File: config.mk
export PLATFORM = sky130hd
export DESIGN_NAME = fnd_scan_decoder
export DESIGN_NICKNAME = d
export VERILOG_FILES = /design/src/rtl/fnd_scan_decoder.sv
export SDC_FILE = /design/constraint.sdc
export NUM_CORES = 1
export LEC_CHECK = 0
export CORE_MARGIN = 4
export CORE_UTILIZATION = 55
export CTS_CLUSTER_SIZE = 14
export DETAILED_ROUTE_END_ITERATION = 6
export GPL_TIMING_DRIVEN = 1
export PLACE_DENSITY_LB_ADDON = 0.1
export SLEW_MARGIN = 20
export SYNTH_ARGS = -nofsm -noshare
export SYNTH_HDL_FRONTEND = slang
export SYNTH_SLANG_ARGS = --single-unit
export TNS_END_PERCENT = 20
File: constraint.sdc
create_clock -name clk -period 5.5 [get_ports clk]
set_input_delay 1.375 -clock clk [delete_from_list [all_inputs] [get_ports clk]]
set_output_delay 1.375 -clock clk [all_outputs]
set_load 0.05 [all_outputs]
File: src/rtl/fnd_scan_decoder.sv
// fnd_scan_decoder
//   Receive-side monitor for a 4-digit multiplexed common-anode FND display.
//   Watches the scanned digit-select and segment lines, waits until each
//   (com, data) pair has been stable long enough, decodes the segment pattern
//   back to a hex nibble and stores it in the slot chosen by the com line.
//   When all four slots have been captured the frame is snapshotted, checked
//   for decimal digits and converted from BCD to binary over four cycles.
//
// Ports
//   clk          in   system clock
//   rst          in   synchronous active-high reset
//   fnd_com[3:0] in   active-low one-hot digit select (1110 = ones ... 0111 = thousands)
//   fnd_data[7:0]in   active-low segment pattern, bit7 = dp
//   digits[15:0] out  last completed frame {thousands, hundreds, tens, ones}
//   value[13:0]  out  binary value of the last decimal frame
//   value_valid  out  one-cycle pulse when value updates
//   frame_error  out  one-cycle pulse when a completed frame holds a non-decimal digit
//   seg_error    out  one-cycle pulse on a stable but illegal com/data pair
//   timeout      out  level, no frame finished within FRAME_TIMEOUT cycles
//
// Output protocol: value_valid is a qualifier pulse only, there is no ready;
// value is stable from the value_valid cycle until the next value_valid.
module fnd_scan_decoder #(
    parameter int STABLE_CYCLES = 4,
    parameter int FRAME_TIMEOUT = 400_000
) (
    input  logic        clk,
    input  logic        rst,
    input  logic [3:0]  fnd_com,
    input  logic [7:0]  fnd_data,
    output logic [15:0] digits,
    output logic [13:0] value,
    output logic        value_valid,
    output logic        frame_error,
    output logic        seg_error,
    output logic        timeout
);

    localparam int SW = $clog2(STABLE_CYCLES + 1);
    localparam int TW = $clog2(FRAME_TIMEOUT + 1);
    localparam logic [SW-1:0] S_MAX = SW'(STABLE_CYCLES);
    localparam logic [SW-1:0] S_ARM = SW'(STABLE_CYCLES - 1);
    localparam logic [TW-1:0] T_MAX = TW'(FRAME_TIMEOUT - 1);

    typedef enum logic [1:0] {COLLECT, CHECK, CONV, DONE} state_t;

    // Inverse of the driver segment table; bit4 flags a legal pattern.
    function automatic logic [4:0] seg_decode(input logic [7:0] seg);
        case (seg)
            8'hc0: seg_decode = 5'h10;
            8'hf9: seg_decode = 5'h11;
            8'ha4: seg_decode = 5'h12;
            8'hb0: seg_decode = 5'h13;
            8'h99: seg_decode = 5'h14;
            8'h92: seg_decode = 5'h15;
            8'h82: seg_decode = 5'h16;
            8'hf8: seg_decode = 5'h17;
            8'h80: seg_decode = 5'h18;
            8'h90: seg_decode = 5'h19;
            8'h88: seg_decode = 5'h1a;
            8'h83: seg_decode = 5'h1b;
            8'hc6: seg_decode = 5'h1c;
            8'ha1: seg_decode = 5'h1d;
            8'h7f: seg_decode = 5'h1e;
            8'hff: seg_decode = 5'h1f;
            default: seg_decode = 5'h00;
        endcase
    endfunction

    logic [3:0]    com_s_q, com_s_d, com_p_q, com_p_d;
    logic [7:0]    data_s_q, data_s_d, data_p_q, data_p_d;
    logic [SW-1:0] stab_cnt_q, stab_cnt_d;
    logic [3:0]    mask_q, mask_d;
    logic [15:0]   slot_q, slot_d;
    logic [15:0]   snap_q, snap_d;
    logic [15:0]   digits_q, digits_d;
    logic [13:0]   acc_q, acc_d;
    logic [13:0]   value_q, value_d;
    logic [1:0]    conv_idx_q, conv_idx_d;
    logic          seg_err_q, seg_err_d;
    logic          frame_err_q, frame_err_d;
    logic [TW-1:0] tmo_cnt_q, tmo_cnt_d;
    state_t        state_q, state_d;

    logic          same, accept, com_onehot, com_blank, capture, complete, tmo_clr;
    logic [4:0]    dec;
    logic [3:0]    cur_digit;

    always_comb begin
        com_s_d     = fnd_com;
        data_s_d    = fnd_data;
        com_p_d     = com_s_q;
        data_p_d    = data_s_q;
        stab_cnt_d  = stab_cnt_q;
        mask_d      = mask_q;
        slot_d      = slot_q;
        snap_d      = snap_q;
        digits_d    = digits_q;
        acc_d       = acc_q;
        value_d     = value_q;
        conv_idx_d  = conv_idx_q;
        frame_err_d = 1'b0;
        state_d     = state_q;
        complete    = 1'b0;
        cur_digit   = 4'h0;

        // Stability: count repeats of the sampled pair; accept once on reaching
        // STABLE_CYCLES, then saturate so the same pair never re-accepts.
        same = (com_s_q == com_p_q) && (data_s_q == data_p_q);
        if (!same)
            stab_cnt_d = '0;
        else if (stab_cnt_q != S_MAX)
            stab_cnt_d = stab_cnt_q + 1'b1;
        accept = same && (stab_cnt_q == S_ARM);

        dec        = seg_decode(data_s_q);
        com_blank  = (com_s_q == 4'b1111);
        com_onehot = (com_s_q == 4'b1110) || (com_s_q == 4'b1101) ||
                     (com_s_q == 4'b1011) || (com_s_q == 4'b0111);
        seg_err_d  = accept && !com_blank && (!com_onehot || !dec[4]);
        capture    = accept && com_onehot && dec[4];

        if (capture) begin
            case (com_s_q)
                4'b1110: slot_d[3:0]   = dec[3:0];
                4'b1101: slot_d[7:4]   = dec[3:0];
                4'b1011: slot_d[11:8]  = dec[3:0];
                default: slot_d[15:12] = dec[3:0];
            endcase
            // Mask clears on completion even if the converter is busy, so the
            // next frame collects cleanly (a busy-time frame is simply dropped).
            if ((mask_q | ~com_s_q) == 4'b1111) begin
                complete = 1'b1;
                mask_d   = 4'b0000;
            end else begin
                mask_d = mask_q | ~com_s_q;
            end
        end

        case (conv_idx_q)
            2'd0:    cur_digit = snap_q[15:12];
            2'd1:    cur_digit = snap_q[11:8];
            2'd2:    cur_digit = snap_q[7:4];
            default: cur_digit = snap_q[3:0];
        endcase

        case (state_q)
            COLLECT: begin
                if (complete) begin
                    snap_d   = slot_d;
                    digits_d = slot_d;
                    state_d  = CHECK;
                end
            end
            CHECK: begin
                if ((snap_q[3:0] > 4'd9) || (snap_q[7:4] > 4'd9) ||
                    (snap_q[11:8] > 4'd9) || (snap_q[15:12] > 4'd9)) begin
                    frame_err_d = 1'b1;
                    state_d     = COLLECT;
                end else begin
                    acc_d      = '0;
                    conv_idx_d = 2'd0;
                    state_d    = CONV;
                end
            end
            CONV: begin
                // acc*10 + digit as shift-add; 9999 fits in 14 bits.
                acc_d      = (acc_q << 3) + (acc_q << 1) + {10'd0, cur_digit};
                conv_idx_d = conv_idx_q + 2'd1;
                if (conv_idx_q == 2'd3) begin
                    value_d = acc_d;
                    state_d = DONE;
                end
            end
            default: state_d = COLLECT;
        endcase

        tmo_clr = (state_q == DONE) || frame_err_q;
        if (tmo_clr)
            tmo_cnt_d = '0;
        else if (tmo_cnt_q != T_MAX)
            tmo_cnt_d = tmo_cnt_q + 1'b1;
        else
            tmo_cnt_d = tmo_cnt_q;
    end

    always_ff @(posedge clk) begin
        if (rst) begin
            com_s_q     <= 4'hf;
            data_s_q    <= 8'hff;
            com_p_q     <= 4'hf;
            data_p_q    <= 8'hff;
            stab_cnt_q  <= '0;
            mask_q      <= '0;
            slot_q      <= '0;
            snap_q      <= '0;
            digits_q    <= '0;
            acc_q       <= '0;
            value_q     <= '0;
            conv_idx_q  <= '0;
            seg_err_q   <= 1'b0;
            frame_err_q <= 1'b0;
            tmo_cnt_q   <= '0;
            state_q     <= COLLECT;
        end else begin
            com_s_q     <= com_s_d;
            data_s_q    <= data_s_d;
            com_p_q     <= com_p_d;
            data_p_q    <= data_p_d;
            stab_cnt_q  <= stab_cnt_d;
            mask_q      <= mask_d;
            slot_q      <= slot_d;
            snap_q      <= snap_d;
            digits_q    <= digits_d;
            acc_q       <= acc_d;
            value_q     <= value_d;
            conv_idx_q  <= conv_idx_d;
            seg_err_q   <= seg_err_d;
            frame_err_q <= frame_err_d;
            tmo_cnt_q   <= tmo_cnt_d;
            state_q     <= state_d;
        end
    end

    assign digits      = digits_q;
    assign value       = value_q;
    assign value_valid = (state_q == DONE);
    assign frame_error = frame_err_q;
    assign seg_error   = seg_err_q;
    // Drops in the same cycle as the clearing event.
    assign timeout     = (tmo_cnt_q == T_MAX) && !tmo_clr;

endmodule

==> reports/metrics.yaml, run 1 <==
cells_and_area:
  fin_nets: 715
  fin_cells: 815
  fin_area_um2: 6744
  area_growth_pct: 19.27
  insertedDiodeCount: 0
  final_layout_size_suffix_gt1_share_pct: 11.29
  fillers: 805
placed_design:
  dp.cells: 783
  place_congestion: 0.8232
  port_buffers: 47
  hpwl_mm: 9.163
  placed_cell_area_um2: 6145
sta:
  setup_viol: 0
  max-slew-margin-rel_pct: 36.93
  post-route-period-util_pct: 89.85
  setup_tns_ps: 0
  tightest_slew_ps: 943.9
  fin_crit_ps: 4942
  grt_setup_unrepaired: "false"
  maxSlewViolCount: 0
  clock_skew_ps: 6.453
  hold_ws_ps: 452.9
  hold_viol_final: 0
  fmax_ghz: 0.2024
synth:
  synth-main-ff-cell: "dfxtp_1"
  synthArstFlopShare_pct: 0
  yosys_warnings: 0
  synth_area_um2: 5654
  synth_edf_count: 0
  ys_seq_area_share_pct: 40.72
  synth_seq_cells: 115
  synth.avg_cell_area_um2: 8.904
  yosysTopAreaCellShare_pct: 40.72
  synthTopCellsByCount: "dfxtp_1, nor2_1, nand2_1"
  synth_top_cell_by_area: "dfxtp_1"
  yosysUniqueCellTypes: 63
  yosysMostFrequentCell: "dfxtp_1"
  syn_nets: 681
  netlist_instances: 635
  synth_area_leaders: "dfxtp_1, ha_1, a21oi_1"
clock_tree:
  clkTransAtPathRegs_ps: 60
  cts_tree: "built"
  cts_made_buffers: 17
  cts_setup_buffers: 0
  cts_resized: 0
  cts_root_buf: "clkbuf_8"
  clock_sinks: 115
  clockBufferDepth: 2
  insertion_delay_ps: 520
  htree_levels: 4
  ctsHoldBuffers: 0
floorplan:
  ios: 48
  initial_core_util_pct: 57.06
  core_um2: 9910
  fp-row-count: 36
  die_x_um: 109.4
  fp.dieH_um: 109.4
  die_area_um2: 11970
global_routing:
  grtUsageTotal_pct: 23.62
  grt_pass1_vias: 4636
  grt_max_degree: 49
  antenna_found_initial: 0
  grt_overflow: 0
  grt_pass1_wl_mm: 22.12
critical_path:
  path_class: "reg2out"
  arrival_ps: 3570
  crit_required_ps: 4120
  cp-end-kind: "primary output"
  crit_fanout: 11
  start_kind: "flip-flop"
  rrSetupSlack_ps: 1950
  reg2reg_depth: 12
outcome:
  run_status: "finished, final reports clean"
power:
  cellPowerDensity_nw_per_um2: 301.6
  power.total_w: 0.002034
  p_leak_nw: 2.473
  vdd_drop_max_v: 0.0002381
route:
  drc_errors: 0
  antenna_left: 0
  post_drt_wl_per_cell_um: 16.40
  firstDrtPassIters: 6
  drt_iter0_drc: 373
  vias_per_cell: 5.863
  num_vias: 4778
  wirelength_mm: 13.37
min_path:
  hold_depth: 2
  min_path_type: "reg2reg"
run:
  drv_cap: 0
## per-layer routing
layer,share of wire [%],routed length [um],vias up,track usage [%]
met5,0,0,-,0
met4,1.4,187,0,8.370
met3,6.1,816,22,6.342
met2,46,6189,141,37.10
met1,46,6177,2253,31.32
li1,-,-,2362,-
## path summary, 6_finish.rpt
check,from,endpoint
setup / recovery,tmo_cnt_q[14],timeout
hold / removal,value[5],value[5]
setup reg to reg,conv_idx_q[0],value[12]
hold reg to reg,value[5],value[5]
## flip-flops by register name, summed over array words and instances (netlist names), 2 cells and up
register / cells
tmo_cnt_q: 19
digits: 16
slot_q: 16
value: 14
acc_q: 13
data_p_d: 8
data_p_q: 8
com_p_d: 4
com_p_q: 4
mask_q: 4
stab_cnt_q: 3
conv_idx_q: 2
state_q: 2
## cell type report
| class | instances | area (um2) | share of cell area [%] |
|---|---|---|---|
| Clock buffer | 22 | 462.9 | 6.865 |
| Clock inverter | 10 | 130.1 | 1.930 |
| Inverter | 36 | 135.1 | 2.004 |
| Multi-Input combinational cell | 451 | 3074 | 45.58 |
| Sequential cell | 115 | 2302 | 34.14 |
| Tap cell | 133 | 166.4 | 2.468 |
| Timing Repair Buffer | 48 | 473.0 | 7.013 |
## critical path, stage by stage (launching register included)
cell and delay (ps):
dfxtp_1 330, or4b_2 680, nor4_1 530, and2_1 450, nor3b_1 230, clkdlybuf4s50_1 830
## kinds of logic after synthesis
family | Yosys count | synth area share, %
AND/OR/NAND/NOR | 254 | 25.01
AO/OA/AOI/OAI | 120 | 14.78
flip-flops | 115 | 40.72
buffers and inverters | 69 | 5.023
XOR/XNOR | 40 | 6.196
adder cells (fa/ha/maj) | 32 | 7.347
multiplexers | 5 | 0.9294
## through the flow
stage | util [%] | setup slack [ps]
floorplan | - | 1122
global placement | 62.01 | 1295
detailed placement | 62.01 | 1187
CTS | 67.99 | 563.8
global route | 68.06 | 396.4
finish | 68.06 | 558.5
## cells in the final DEF, fill, tap and decap left out, types with 4 or more instances in the layout
cell type | netlist | final
dfxtp_1 | 115 | 115
clkdlybuf4s50_1 | 0 | 46
nor2_1 | 46 | 45
nand2_1 | 42 | 42
a21oi_1 | 41 | 41
nor3_1 | 39 | 39
inv_1 | 36 | 36
ha_1 | 30 | 30
or2_2 | 27 | 27
xor2_1 | 23 | 23
xnor2_1 | 17 | 17
o21ai_0 | 16 | 16
clkbuf_16 | 0 | 16
nor4_1 | 14 | 14
o32ai_1 | 13 | 13
a22oi_1 | 11 | 11
nand3_1 | 10 | 10
nand4_1 | 10 | 10
nor3b_1 | 8 | 8
nand3b_1 | 7 | 7
and2_1 | 6 | 6
or3_1 | 6 | 6
nor4b_1 | 6 | 6
nand2b_1 | 5 | 5
clkinv_2 | 0 | 5
a222oi_1 | 4 | 4
nand4b_1 | 4 | 4
a21o_1 | 4 | 4
and3_1 | 4 | 4
a31oi_1 | 4 | 4
clkbuf_8 | 0 | 4
## power breakdown
part | internal, W | switching (W)
Clock | 0.000721 | 0.000377
Combinational | 0.0000330 | 0.0000415
Sequential | 0.000844 | 0.0000178
Total | 0.00160 | 0.000436
Note: power is estimated with default switching activity, not from simulation.
==> inputs of run 2 (changes only) <==
--- a/config.mk
+++ b/config.mk
@@ -5,6 +5,7 @@
 export SDC_FILE = /design/constraint.sdc
 export NUM_CORES = 1
 export LEC_CHECK = 0
+export CAP_MARGIN = 20
 export CORE_MARGIN = 4
 export CORE_UTILIZATION = 55
 export CTS_CLUSTER_SIZE = 14
==> results of run 2 <==
Final layout, timing and power as in run 1 (identical DEF).
